--- src/rtl/cal_alu.sv ---
// Sequential add / shift-add multiply stage behind the calculator controller.
// Optional BCD output and double-dabble conversion enabled by CAL_ALU_BCD_EN.
module cal_alu (
  input  logic        mclk,
  input  logic        rst_n,
  input  logic [7:0]  x,
  input  logic [7:0]  y,
  input  logic        multi,
  input  logic        add,
  output logic [15:0] result,
  output logic        valid,
  output logic        busy,
`ifdef CAL_ALU_BCD_EN
  output logic [19:0] bcd,
`endif
  output logic        done
);

  typedef enum logic [1:0] {
    S_IDLE,
    S_ADD,
    S_MUL
`ifdef CAL_ALU_BCD_EN
    , S_CONV
`endif
  } state_t;

  state_t      state, state_next;
  logic [1:0]  op, snap_op;
  logic [7:0]  snap_x, snap_y;
  logic        launch;
  logic [15:0] mcand, acc, mul_sum, op_val;
  logic [7:0]  mplier;
  logic [2:0]  cnt;
  logic [8:0]  add_sum;
  logic        op_end;

`ifdef CAL_ALU_BCD_EN
  logic [15:0] fin;
  logic [35:0] dd, dd_adj, dd_shift;
  logic [3:0]  conv_cnt;
`endif

  assign op      = {multi, add};
  // Only a legal op that differs from the last launched one starts work,
  // so held buttons and lingering flags produce a single result.
  assign launch  = ((op == 2'b01) || (op == 2'b10)) &&
                   ({op, x, y} != {snap_op, snap_x, snap_y});
  assign add_sum = {1'b0, mcand[7:0]} + {1'b0, mplier};
  assign mul_sum = acc + (mplier[0] ? mcand : '0);
  assign busy    = (state != S_IDLE);

  always_comb begin
    op_end = (state == S_ADD) || ((state == S_MUL) && (cnt == 3'd7));
    op_val = (state == S_ADD) ? {7'b0, add_sum} : mul_sum;
  end

`ifdef CAL_ALU_BCD_EN
  always_comb begin
    dd_adj = dd;
    for (int unsigned i = 0; i < 5; i++) begin
      if (dd[16 + 4*i +: 4] >= 4'd5)
        dd_adj[16 + 4*i +: 4] = dd[16 + 4*i +: 4] + 4'd3;
    end
    dd_shift = dd_adj << 1;
  end
`endif

  always_ff @(posedge mclk or negedge rst_n) begin
    if (!rst_n) state <= S_IDLE;
    else        state <= state_next;
  end

  always_comb begin
    state_next = state;
    case (state)
      S_IDLE: if (launch) state_next = (op == 2'b01) ? S_ADD : S_MUL;
`ifdef CAL_ALU_BCD_EN
      S_ADD:  state_next = S_CONV;
      S_MUL:  if (cnt == 3'd7) state_next = S_CONV;
      S_CONV: if (conv_cnt == 4'd15) state_next = S_IDLE;
`else
      S_ADD:  state_next = S_IDLE;
      S_MUL:  if (cnt == 3'd7) state_next = S_IDLE;
`endif
      default: state_next = S_IDLE;
    endcase
  end

  always_ff @(posedge mclk or negedge rst_n) begin
    if (!rst_n) begin
      snap_op  <= '0;
      snap_x   <= '0;
      snap_y   <= '0;
      mcand    <= '0;
      mplier   <= '0;
      acc      <= '0;
      cnt      <= '0;
      result   <= '0;
      valid    <= 1'b0;
      done     <= 1'b0;
`ifdef CAL_ALU_BCD_EN
      bcd      <= '0;
      fin      <= '0;
      dd       <= '0;
      conv_cnt <= '0;
`endif
    end else begin
      done <= 1'b0;
      case (state)
        S_IDLE: begin
          if (launch) begin
            snap_op <= op;
            snap_x  <= x;
            snap_y  <= y;
            mcand   <= {8'b0, x};
            mplier  <= y;
            acc     <= '0;
            cnt     <= '0;
          end else if (op == 2'b00) begin
            result  <= '0;
            valid   <= 1'b0;
            snap_op <= '0;
            snap_x  <= '0;
            snap_y  <= '0;
`ifdef CAL_ALU_BCD_EN
            bcd     <= '0;
`endif
          end
        end
        S_MUL: begin
          acc    <= mul_sum;
          mcand  <= mcand << 1;
          mplier <= mplier >> 1;
          cnt    <= cnt + 3'd1;
        end
`ifdef CAL_ALU_BCD_EN
        S_CONV: begin
          dd       <= dd_shift;
          conv_cnt <= conv_cnt + 4'd1;
          if (conv_cnt == 4'd15) begin
            result <= fin;
            bcd    <= dd_shift[35:16];
            valid  <= 1'b1;
            done   <= 1'b1;
          end
        end
`endif
        default: ;
      endcase

      if (op_end) begin
`ifdef CAL_ALU_BCD_EN
        fin      <= op_val;
        dd       <= {20'b0, op_val};
        conv_cnt <= '0;
`else
        result   <= op_val;
        valid    <= 1'b1;
        done     <= 1'b1;
`endif
      end
    end
  end

endmodule

--- config.mk ---
export PLATFORM = sky130hd
export DESIGN_NAME = cal_alu
export DESIGN_NICKNAME = d
export VERILOG_FILES = /design/src/rtl/cal_alu.sv
export SDC_FILE = /design/constraint.sdc
export NUM_CORES = 1
export LEC_CHECK = 0
export CAP_MARGIN = 10
export CORE_MARGIN = 3
export CORE_UTILIZATION = 63
export DETAILED_ROUTE_END_ITERATION = 12
export GPL_TIMING_DRIVEN = 1
export PLACE_DENSITY = 0.93
export RECOVER_POWER = 25
export SYNTH_ARGS = -nofsm -noshare
export SYNTH_HDL_FRONTEND = slang
export SYNTH_SLANG_ARGS = --single-unit
--- constraint.sdc ---
create_clock -name mclk -period 6.86 [get_ports mclk]
set_clock_uncertainty 0.15 [all_clocks]
set_input_delay 2.058 -clock mclk [delete_from_list [all_inputs] [get_ports mclk]]
set_output_delay 2.058 -clock mclk [all_outputs]
set_load 0.1 [all_outputs]
Yosys cells after proc, flatten, opt, wreduce, memory -nomap -nowiden
Index checks and enable logic that the tools add are counted.
Widths: inputs -> output; s select.

word-level totals
  register bits = 81
  bits in latches = 0
  memory bits (writable) = 0
  ROM bits = 0
  input bits = 20
  output and inout port bits = 19
  word-level logic and storage cells = 66
  memories = 0

cells by class
  $add $sub $neg = 3
  multiply operators = 0
  div/mod/pow operators = 0
  order comparisons = 0
  equal/unequal tests = 9
  shift-type cells = 0
  mux-type cells = 28
  bitwise operators = 0
  reductions and logical operators = 15

operators with widths
  cell                 number
  $mux 16              8
  $pmux 16 s2          2
  $mux 8               4
  $ne 18x18->1         1
  $add 16x16->16       1
  $pmux 8 s2           1
  $mux 2               5
  $reduce_bool 2->1    5
  $add 8x8->9          1
  $pmux 3 s2           1
  $reduce_and 2->1     3
  $mux 1               5
  $eq 2x1->1 const B   2
  $eq 2x2->1 const B   2
  $logic_not 2->1      2
  $ne 2x1->1 const B   2
  $pmux 2 s2           1
  $add 3x1->3 const B  1
  $eq 3x3->1 const B   1
  $mux 3               1
  $reduce_and 3->1     1
  $logic_and 1x1->1    2
  $logic_or 1x1->1     2
  $ne 2x2->1 const B   1

Depth between registers and ports, before layout
Gate-level depths: netlist (run 1).

  depth after elaboration = 6
  depth in mapped cells = 10
  depth with buffers taken out = 10

Worst setup path before layout (run 1)
Ideal clock, no wire load.

  path type = in2reg
  start point = input port y[5]
  end point = register result[7]
  library setup time = 126 ps
  arrival time = 3261 ps
  required time = 6584 ps
  path slack = 3323 ps
  cell stages on the path = 7
  path buffers = 1
  cell sequence = xnor2_1 nand4_1 nor3_2 a21bo_2 a21oi_2 buf_6 a221o_1

on the way
  cells in the longest elaborated chain, start to end = 4

RTL lines
  what                        line  RTL
  from (decl)                 7     input logic [7:0] y,
  $ne 18x18->1                48    ({op, x, y} != {snap_op, snap_x, snap_y});
  $logic_and 1x1->1           47    assign launch = ((op == 2'b01) || (op == 2'b10)) &&
  $ne 2x1->1 (no line)        --
  $reduce_and 3->1 (no line)  --
  to (signal assigned)        158   result <= op_val;
  to (decl)                   10    output logic [15:0] result,

No other way between the ends.
A chain may end at the register's enable or synchronous reset.

Worst setup path in the final report (run 1)
  start point = input port y[2]
  end point = register mcand[3]

on the way
  cells in the longest elaborated chain, start to end = 4

RTL lines
  what                        line  RTL
  $ne 18x18->1                48
  $logic_and 1x1->1           47
  $ne 2x2->1 (no line)        --
  $reduce_and 2->1 (no line)  --
  to (signal assigned)        116   mcand <= {8'b0, x};
  to (signal assigned)        133   mcand <= mcand << 1;
  to (decl)                   32    logic [15:0] mcand, acc, mul_sum, op_val;

No other way between the ends.

==> run_results.csv, run 1 <==
group,metric,value,unit
outcome,outcome,"finished with violations",
outcome,violations,"max-capacitance violations, max-slew violations",
synthesis,syn-cell-area,4590,um2
worst_setup_path,critPathMaxFanout,57,
finish,fillers,444,
worst_setup_path,worst_setup_path_start_kind,"input port",
routing,dr_total_vias,3690,
power,p_leak,2.44,nW
worst_setup_path,required,6.90,ns
placed_design,gp_congestion,0.943,
grt,grtUsageTotal,26.8,%
timing,post-route-min-period,4.40,ns
timing,layout_setup_ws,2.46,ns
grt,grt_use_met2,45.4,%
clocking,cts_tree,"built",
worst_setup_path,crit-reg2reg-capture,"result[3]$_DFFE_PN0P_",
routing,routed_wirelength,10.7,mm
worst_setup_path,reg2reg_depth,7,
flow_run,maxCapViolCount,1,
finish,fin_nets,537,
finish,drive_gt1_share,6.69,%
clocking,postCtsSetupBuffers,0,
synthesis,synth_top_family_by_area,"compound AO/OA/AOI/OAI gates",
worst_setup_path,r2r_slack,3.32,ns
timing,fin_setup_tns,0,ns
timing,rsz0062_at_grt,"false",
timing,worst_pin_slew,1.81,ns
grt,antenna_found_initial,0,
power,clkPwrFrac,16.0,%
power,peakVddDrop,0.000397,V
die,initial_utilization,66.1,%
finish,mostFrequentLayoutCells,"dfrtp_1 (81), nand2_1 (69), o21ai_0 (43), clkdlybuf4s50_1 (37), a22o_1 (32)",
timing,clock.fmax,228,MHz
synthesis,synthAdderAreaFrac,8.23,%
synthesis,synthSimpleGateAreaFrac,13.6,%
clocking,numCtsBuffers,9,
clocking,clk_latency,0.36,ns
timing,period_share,64.1,%
synthesis,synth_top_flop_cell,"dfrtp_1",
placed_design,place_hpwl,7.30,mm
clocking,cts_resized,0,
clocking,clkTransAtPathRegs,0.08,ns
synthesis,syn_area_per_cell,10.1,um2
power,pwr_density_cell,511,nW/um2
finish,fin_util,75.5,%
routing,antenna_left,0,
timing,hold_violations,0,
grt,grt_max_degree,82,
finish,area_delta_synth_final,14.1,%
power,p_switching,0.00124,W
synthesis,muxShareOfSynthArea,3.27,%
placed_design,post-place-ws,2.09,ns
worst_setup_path,worst-setup-path-type,"in2reg",
die,die_w,91.4,um
finish,num_antenna_cells,0,
worst_setup_path,crit_end,"mcand[3]$_DFFE_PN0P_",
routing,wl_per_cell,18.1,um
synthesis,async_flop_share,100,%
grt,gr-max-usage-layer,"met2",
clocking,cts-root-buf,"clkbuf_8",
synthesis,synth-edff-count,0,
clocking,ctsHoldBuffers,0,
routing,drc,0,
synthesis,synth_seq_cells,81,
power,p_comb_share,51.8,%
grt,use_met3,6.96,%
die,die_y,91.4,um
clocking,cts.sinks,81,
worst_setup_path,r2r_start,"state[1]$_DFFE_PN0P_",
synthesis,ys_types,51,
placed_design,placed_cell_area,4990,um2
power,pwr-share-seq,32.2,%
die,num_io_pins,39,
timing,slew_violations,27,
die,core,6940,um2
worst_hold_path,hold_class,"reg2reg",
synthesis,syn_inst,457,
power,p_int,0.00144,W
synthesis,synthesis.nets,506,
die,die_area,8350,um2
timing,slew_headroom,-21.1,%
worst_setup_path,arrival,4.43,ns
timing,setup-violations-final,0,
synthesis,synth_xor_area_share,6.67,%
clocking,cts_max_path_buffers,2,
worst_setup_path,cp-end-kind,"flop",
grt,grt_pass1_vias,3683,
synthesis,yosysWarnings,0,
finish,final_common_cell,"dfrtp_1",
placed_design,port_buffers,38,
clocking,cts_max_level,3,
routing,vias_per_cell,6.26,
die,rows,30,
routing,drt_iter0_markers,318,
grt,grt_pass1_wl,17.8,mm
synthesis,synth-seq-area-share,44.1,%
finish,stdcell_area,5240,um2
power,p_sw_share,46.2,%
synthesis,synth_compound_area_share,20.9,%
routing,drtPass1Iterations,5,
grt,grt_overflow,0,
grt,met1_usage,32.7,%
worst_setup_path,cp-startpoint,"y[2]",
power,finalPower,0.00268,W
==> kinds of logic after synthesis <==
kind of cell	Yosys count
xor+xnor	35
mux	15
simple gates	135
flops	81
fa+ha+maj	29
buf+inv	29
compound gates	133
==> power by group through the flow <==
| stage | clock (W) | combinational [W] | sequential, W |
|---|---|---|---|
| 5_1_grt | 0.000457 | 0.00151 | 0.000883 |
| 6_report | 0.000430 | 0.00139 | 0.000862 |
| 4_1_cts | 0.000432 | 0.00138 | 0.000856 |
| 3_5_place_dp | 0 | 0.00136 | 0.000863 |
| 3_3_place_gp | 0 | 0.00131 | 0.000854 |
| 2_1_floorplan | 0 | 0.000815 | 0.00110 |
==> worst min path at each step <==
stage                          start               endpoint  slack (ns)  depth (start not counted)
2_1_floorplan     acc[2]$_DFFE_PN0P_     acc[2]$_DFFE_PN0P_        0.31                          2
5_1_grt        result[0]$_DFFE_PN0P_  result[0]$_DFFE_PN0P_        0.37                          1
6_report       result[0]$_DFFE_PN0P_  result[0]$_DFFE_PN0P_        0.33                          1
4_1_cts        result[0]$_DFFE_PN0P_  result[0]$_DFFE_PN0P_        0.34                          1
3_3_place_gp   result[0]$_DFFE_PN0P_  result[0]$_DFFE_PN0P_        0.31                          1
3_5_place_dp   result[0]$_DFFE_PN0P_  result[0]$_DFFE_PN0P_        0.32                          1
==> final cells by class <==
class                   count  area, um2  share of cell area [%]
clock buffers              12        145                    2.77
clock inverters             4       98.8                    1.89
inverters                  10       37.5                   0.716
multi-input cells         347       2420                    46.2
flip-flops and latches     81       2030                    38.7
well taps                  96        120                    2.29
repair buffers             39        393                    7.50
==> critical path, cell delays in order <==
cell             delay [ns]
clkdlybuf4s50_1        0.57
xnor2_1                0.14
nand4_1                0.14
nor3_2                 0.33
a311o_2                0.92
o21ai_0                0.26
==> per-stage QoR <==
step	std cells	hold WS [ns]
6_report	589	0.329
5_1_grt	589	0.369
4_1_cts	588	0.335
3_5_place_dp	572	0.316
3_3_place_gp	572	0.309
2_1_floorplan	457	0.306
==> flip-flops by register name (all words and copies together) (netlist names) <==
| name | cells |
|---|---|
| snap_op | 2 |
| snap_x | 8 |
| mcand | 16 |
| acc | 16 |
| done | 1 |
| cnt | 3 |
| result | 16 |
| snap_y | 8 |
| state | 2 |
| mplier | 8 |
| valid | 1 |
==> synth_stat cells (2+ instances only) <==
cell       n  share of area (%)
o21ai_0   43                4.7
xor2_1    10                1.9
ha_1      27                7.4
a211oi_1   2               0.33
o21a_1     3               0.49
a21o_1     8                1.3
a22o_1    32                6.1
nand2_1   69                5.6
a221o_1    8                1.7
fa_1       2               0.87
a21boi_0   2               0.33
nand4_1    4               0.54
dfrtp_1   81                 44
and2_1    16                2.2
nand2b_1   2               0.27
nor2b_1    2               0.27
and3_1     3               0.41
buf_2      6               0.65
o31ai_1    2               0.33
inv_1     10               0.82
o211ai_1   3               0.49
buf_6      2               0.49
nand3_1    7               0.76
clkbuf_1   9               0.74
xnor2_1   25                4.8
nor2_1    20                1.6
or3_1      3               0.41
a21oi_2    2               0.38
nor3_2     2               0.44
mux2i_1   15                3.3
a21oi_1   12                1.3
a21o_2     3               0.57
nor3_1     4               0.44
==> metal layers <==
layer | part of all wire (%) | up-vias
li1 | - | 1698
met1 | 42 | 1827
met2 | 50 | 143
met3 | 6.3 | 22
met4 | 2.1 | 0
met5 | 0 | -
Note: power is estimated with default switching activity, not from simulation.
==> run 2, diff against run 1 <==
--- a/config.mk
+++ b/config.mk
@@ -7,10 +7,10 @@
 export LEC_CHECK = 0
 export CAP_MARGIN = 10
 export CORE_MARGIN = 3
-export CORE_UTILIZATION = 63
+export CORE_UTILIZATION = 58
 export DETAILED_ROUTE_END_ITERATION = 12
 export GPL_TIMING_DRIVEN = 1
-export PLACE_DENSITY = 0.93
+export PLACE_DENSITY = 0.87
 export RECOVER_POWER = 25
 export SYNTH_ARGS = -nofsm -noshare
 export SYNTH_HDL_FRONTEND = slang
==> constraint.sdc (replaced) <==
create_clock -name mclk -period 4.3 [get_ports mclk]
set_clock_uncertainty 0.15 [all_clocks]
set_input_delay 1.29 -clock mclk [delete_from_list [all_inputs] [get_ports mclk]]
set_output_delay 1.29 -clock mclk [all_outputs]
set_load 0.1 [all_outputs]
==> run_results.csv, run 2 (synthesis results as in run 1) <==
group,metric,value,unit
outcome,outcome,"finished with violations",
outcome,violations,"max-capacitance violations, max-slew violations",
clocking,clk_latency,0.35,ns
power,p_int,0.00219,W
die,core,7450,um2
clocking,cts_tree,"built",
power,clkPwrFrac,14.0,%
routing,drc,0,
clocking,clkTransAtPathRegs,0.09,ns
worst_setup_path,critPathMaxStageDelay,0.46,ns
clocking,cts-root-buf,"clkbuf_8",
timing,hold_violations,0,
placed_design,place_hpwl,7.39,mm
routing,wl_per_cell,17.5,um
worst_setup_path,cp-end-kind,"flop",
worst_setup_path,path_cells,"clkdlybuf4s50_1, xnor2_1, nand4_1, nor3_2, a311o_2, buf_4, o21ai_0",
finish,final_common_cell,"dfrtp_1",
finish,num_antenna_cells,0,
flow_run,maxCapViolCount,1,
placed_design,numPlacedInstances,579,
finish,drive_gt1_share,7.88,%
timing,rsz0062_at_grt,"false",
routing,antenna_left,0,
clocking,cts_resized,0,
clocking,numCtsBuffers,9,
timing,slew_headroom,-32.3,%
finish,area_delta_synth_final,13.6,%
die,die_y,95.0,um
power,p_comb_share,53.4,%
timing,post-route-min-period,3.34,ns
routing,vias_per_cell,6.08,
worst_setup_path,required,4.38,ns
grt,grtUsageTotal,24.6,%
die,die_w,95.0,um
clocking,ctsHoldBuffers,0,
die,rows,31,
worst_setup_path,path_delay_family,"buffers and inverters",
clocking,cts.sinks,81,
finish,fin_nets,540,
die,num_io_pins,39,
timing,setup-violations-final,0,
clocking,cts_max_level,3,
power,peakVddDrop,0.000478,V
worst_setup_path,arrival,3.42,ns
timing,period_share,77.8,%
power,p_leak,2.43,nW
worst_hold_path,hold_class,"reg2reg",
power,finalPower,0.00416,W
worst_setup_path,slowest_stage,"clkdlybuf4s50_1",
finish,final_cells,594,
timing,slew_violations,82,
finish,mostFrequentLayoutCells,"dfrtp_1 (81), nand2_1 (69), o21ai_0 (43), clkdlybuf4s50_1 (36), a22o_1 (32)",
routing,dr_total_vias,3613,
routing,routed_wirelength,10.4,mm
worst_setup_path,worst-setup-path-type,"in2reg",
worst_setup_path,critPathMaxFanout,31,
grt,grt_max_degree,82,
grt,grt_pass1_vias,3548,
grt,grt_overflow,0,
worst_setup_path,path_buf_inv,2,
clocking,cts_max_path_buffers,2,
timing,fin_setup_tns,0,ns
worst_setup_path,worst_setup_path_start_kind,"input port",
routing,drt_iter0_markers,209,
clocking,postCtsSetupBuffers,0,
power,pwr-share-seq,32.7,%
placed_design,port_buffers,38,
power,p_sw_share,47.4,%
die,die_area,9020,um2
grt,grt_pass1_wl,17.1,mm
timing,clock.fmax,299,MHz
placed_design,gp_congestion,0.903,
die,initial_utilization,61.7,%
power,pwr_density_cell,797,nW/um2
finish,largestRegisters,"acc: 16 flops, mcand: 16 flops, result: 16 flops",
routing,drtPass1Iterations,5,
timing,worst_pin_slew,1.99,ns
grt,antenna_found_initial,0,
power,p_switching,0.00197,W
==> run 2: path summary, 6_finish.rpt <==
| kind | from | to | slack (ns) | depth (start not counted) |
|---|---|---|---|---|
| worst max-delay path | y[5] | mcand[5]$_DFFE_PN0P_ | 0.96 | 7 |
| worst min-delay path | result[0]$_DFFE_PN0P_ | result[0]$_DFFE_PN0P_ | 0.35 | 1 |
| worst max register to register | mplier[0]$_DFFE_PN0P_ | result[12]$_DFFE_PN0P_ | 1.33 | 10 |
| worst min register to register | result[0]$_DFFE_PN0P_ | result[0]$_DFFE_PN0P_ | 0.35 | 1 |
| max in group asynchronous | rst_n | done$_DFF_PN0_ | 1.49 | 1 |
| min in group asynchronous | rst_n | acc[13]$_DFFE_PN0P_ | 1.31 | 1 |
==> run 2: through the flow <==
stage / hold slack [ns] / cell area [um2] / util (%) / setup slack [ns]
2_1_floorplan: 0.306 / 4590 / - / 1.53
3_3_place_gp: 0.314 / 5020 / 67.4 / 0.718
3_5_place_dp: 0.339 / 5020 / 67.4 / 0.614
4_1_cts: 0.358 / 5220 / 70.1 / 0.959
5_1_grt: 0.370 / 5220 / 70.1 / 0.793
6_report: 0.345 / 5220 / 70.1 / 0.956
==> run 2: layout make-up <==
class | instances | area, um2
Clock inverter | 5 | 63.8
Multi-Input combinational cell | 347 | 2430
Tap cell | 99 | 124
Clock buffer | 10 | 138
Timing Repair Buffer | 42 | 403
Sequential cell | 81 | 2030
Fill cell | 563 | 2230
Inverter | 10 | 37.5
==> run 2: power groups by stage <==
stage | logic, W | registers [W] | clock network (W)
after CTS | 0.00221 | 0.00136 | 0.000583
after floorplan | 0.00130 | 0.00175 | 0
after global placement | 0.00212 | 0.00135 | 0
after detailed placement | 0.00219 | 0.00137 | 0
final | 0.00222 | 0.00136 | 0.000581
after global routing | 0.00241 | 0.00140 | 0.000613
==> run 2: per-layer routing <==
layer | vias to the layer above | share of wire, % | GRT usage, %
li1 | 1702 | - | -
met1 | 1767 | 45 | 33.3
met2 | 119 | 47 | 38.6
met3 | 25 | 5.5 | 4.94
met4 | 0 | 2.4 | 10.3
met5 | - | 0 | 0
==> run 2: worst reg2reg max path, cell delays in order (launching register included) <==
cell      delay [ns]
dfrtp_1         0.65
ha_1            0.31
ha_1            0.18
inv_1           0.05
fa_1            0.39
nor2b_1         0.24
o21bai_2        0.13
a21oi_2         0.25
o22ai_2         0.12
xnor2_1         0.16
a22o_1          0.24
==> run 3, diff against run 2 <==
==> constraint.sdc (replaced) <==
create_clock -name mclk -period 3.1 [get_ports mclk]
set_clock_uncertainty 0.15 [all_clocks]
set_input_delay 0.93 -clock mclk [delete_from_list [all_inputs] [get_ports mclk]]
set_output_delay 0.93 -clock mclk [all_outputs]
set_load 0.1 [all_outputs]
==> run_results.csv, run 3 (synthesis results as in run 1) <==
group,metric,value,unit
timing,setup-violations-final,0,
worst_setup_path,arrival,2.94,ns
clocking,cts_resized,0,
power,pwr-share-seq,32.1,%
worst_setup_path,worst-setup-path-type,"in2reg",
finish,final_common_cell,"dfrtp_1",
clocking,ctsHoldBuffers,0,
timing,hold_violations,0,
routing,drt_iter0_markers,290,
flow_run,maxCapViolCount,1,
finish,stdcell_area,5340,um2
routing,antenna_left,0,
finish,drive_gt1_share,14.2,%
timing,clock.fmax,352,MHz
worst_setup_path,cp-end-kind,"flop",
timing,slew_violations,34,
placed_design,numPlacedInstances,597,
die,num_io_pins,39,
die,die_w,95.0,um
finish,fin_util,71.7,%
worst_hold_path,min_from,"acc[2]$_DFFE_PN0P_",
clocking,clkTransAtPathRegs,0.08,ns
worst_setup_path,critPathMaxStageDelay,0.57,ns
finish,largestRegisters,"acc: 16 flops, mcand: 16 flops, result: 16 flops",
clocking,cts_tree,"built",
grt,grt_pass1_vias,3753,
worst_setup_path,path_cells,"clkdlybuf4s50_1, xnor2_1, nand4_1, nor3_2, a21bo_2, a21oi_2, buf_12, a221o_1",
placed_design,placed_cell_area,5150,um2
routing,wl_per_cell,17.7,um
finish,area_delta_synth_final,16.3,%
placed_design,place_hpwl,8.10,mm
placed_design,gp_congestion,0.812,
outcome,outcome,"finished with violations",
power,p_comb_share,54.1,%
outcome,violations,"max-capacitance violations, max-slew violations",
worst_setup_path,critPathMaxFanout,15,
finish,fillers,557,
timing,post-route-min-period,2.84,ns
die,die_y,95.0,um
routing,drc,0,
routing,vias_per_cell,6.01,
worst_hold_path,hold_class,"reg2reg",
clocking,cts-root-buf,"clkbuf_8",
finish,num_antenna_cells,0,
die,initial_utilization,61.7,%
worst_setup_path,r2r_slack,0.34,ns
timing,slew_headroom,-26.2,%
grt,antenna_found_initial,0,
power,p_switching,0.00275,W
finish,final_cells,613,
power,pwr_density_cell,1090,nW/um2
finish,fin_nets,558,
grt,grt_pass1_wl,18.3,mm
finish,mostFrequentLayoutCells,"dfrtp_1 (81), nand2_1 (69), o21ai_0 (43), buf_4 (38), a22o_1 (32)",
clocking,cts.sinks,81,
die,die_area,9020,um2
worst_setup_path,required,3.19,ns
worst_setup_path,cp-startpoint,"y[7]",
routing,drtPass1Iterations,5,
clocking,cts_max_path_buffers,2,
grt,grt_max_degree,49,
power,finalPower,0.00582,W
worst_setup_path,worst_setup_path_start_kind,"input port",
power,p_int,0.00307,W
power,clkPwrFrac,13.7,%
timing,rsz0062_at_grt,"false",
timing,worst_pin_slew,1.89,ns
clocking,postCtsSetupBuffers,0,
clocking,numCtsBuffers,9,
worst_setup_path,slowest_stage,"clkdlybuf4s50_1",
clocking,clk_latency,0.36,ns
placed_design,port_buffers,38,
timing,period_share,91.8,%
routing,dr_total_vias,3686,
power,p_leak,2.56,nW
worst_setup_path,r2r_start,"mcand[0]$_DFFE_PN0P_",
grt,grtUsageTotal,26.6,%
die,core,7450,um2
clocking,cts_max_level,3,
grt,grt_overflow,0,
power,p_sw_share,47.3,%
die,rows,31,
routing,routed_wirelength,10.9,mm
power,peakVddDrop,0.000650,V
-- run 3: power by group through the flow --
stage	registers (W)	logic, W	clock network, W
after floorplan	0.00243	0.00180	0
final	0.00187	0.00315	0.000799
after global routing	0.00193	0.00343	0.000842
after CTS	0.00187	0.00315	0.000802
after detailed placement	0.00188	0.00312	0
after global placement	0.00186	0.00299	0
-- run 3: routing by layer --
layer	global-route usage, %	vias to the layer above	share of wire (%)
li1	-	1748	-
met5	0	-	0
met1	34.5	1802	43
met3	4.54	24	5.1
met4	10.5	0	2.5
met2	44.3	112	49
-- run 3: cell type report --
| cell class | count | area (um2) | share of cell area, % |
|---|---|---|---|
| multi-input cells | 347 | 2430 | 45.4 |
| flip-flops and latches | 81 | 2030 | 38.0 |
| repair buffers | 60 | 529 | 9.91 |
| clock buffers | 12 | 145 | 2.72 |
| well taps | 99 | 124 | 2.32 |
| clock inverters | 4 | 51.3 | 0.961 |
| inverters | 10 | 37.5 | 0.703 |
-- run 3: critical path: cells and delay by family --
kind | cells | cell delay, ns
compound gates | 3 | 0.64
simple gates | 2 | 0.50
xor+xnor | 1 | 0.14
buf+inv | 2 | 0.72
-- run 3: worst paths after layout --
path,depth (start not counted),to
worst max-delay path,8,result[8]$_DFFE_PN0P_
worst min-delay path,2,acc[2]$_DFFE_PN0P_
worst max register to register,8,result[6]$_DFFE_PN0P_
worst min register to register,2,acc[2]$_DFFE_PN0P_
max in group asynchronous,1,snap_x[0]$_DFFE_PN0P_
min in group asynchronous,1,acc[0]$_DFFE_PN0P_
-- run 3: per-stage QoR --
stage	TNS [ns]	hold WS, ns	worst slack, ns
global placement	0	0.323	0.0147
global route	0	0.367	0.129
detailed placement	-0.789	0.333	-0.0657
finish	0	0.351	0.255
CTS	0	0.351	0.278
floorplan	0	0.306	0.584
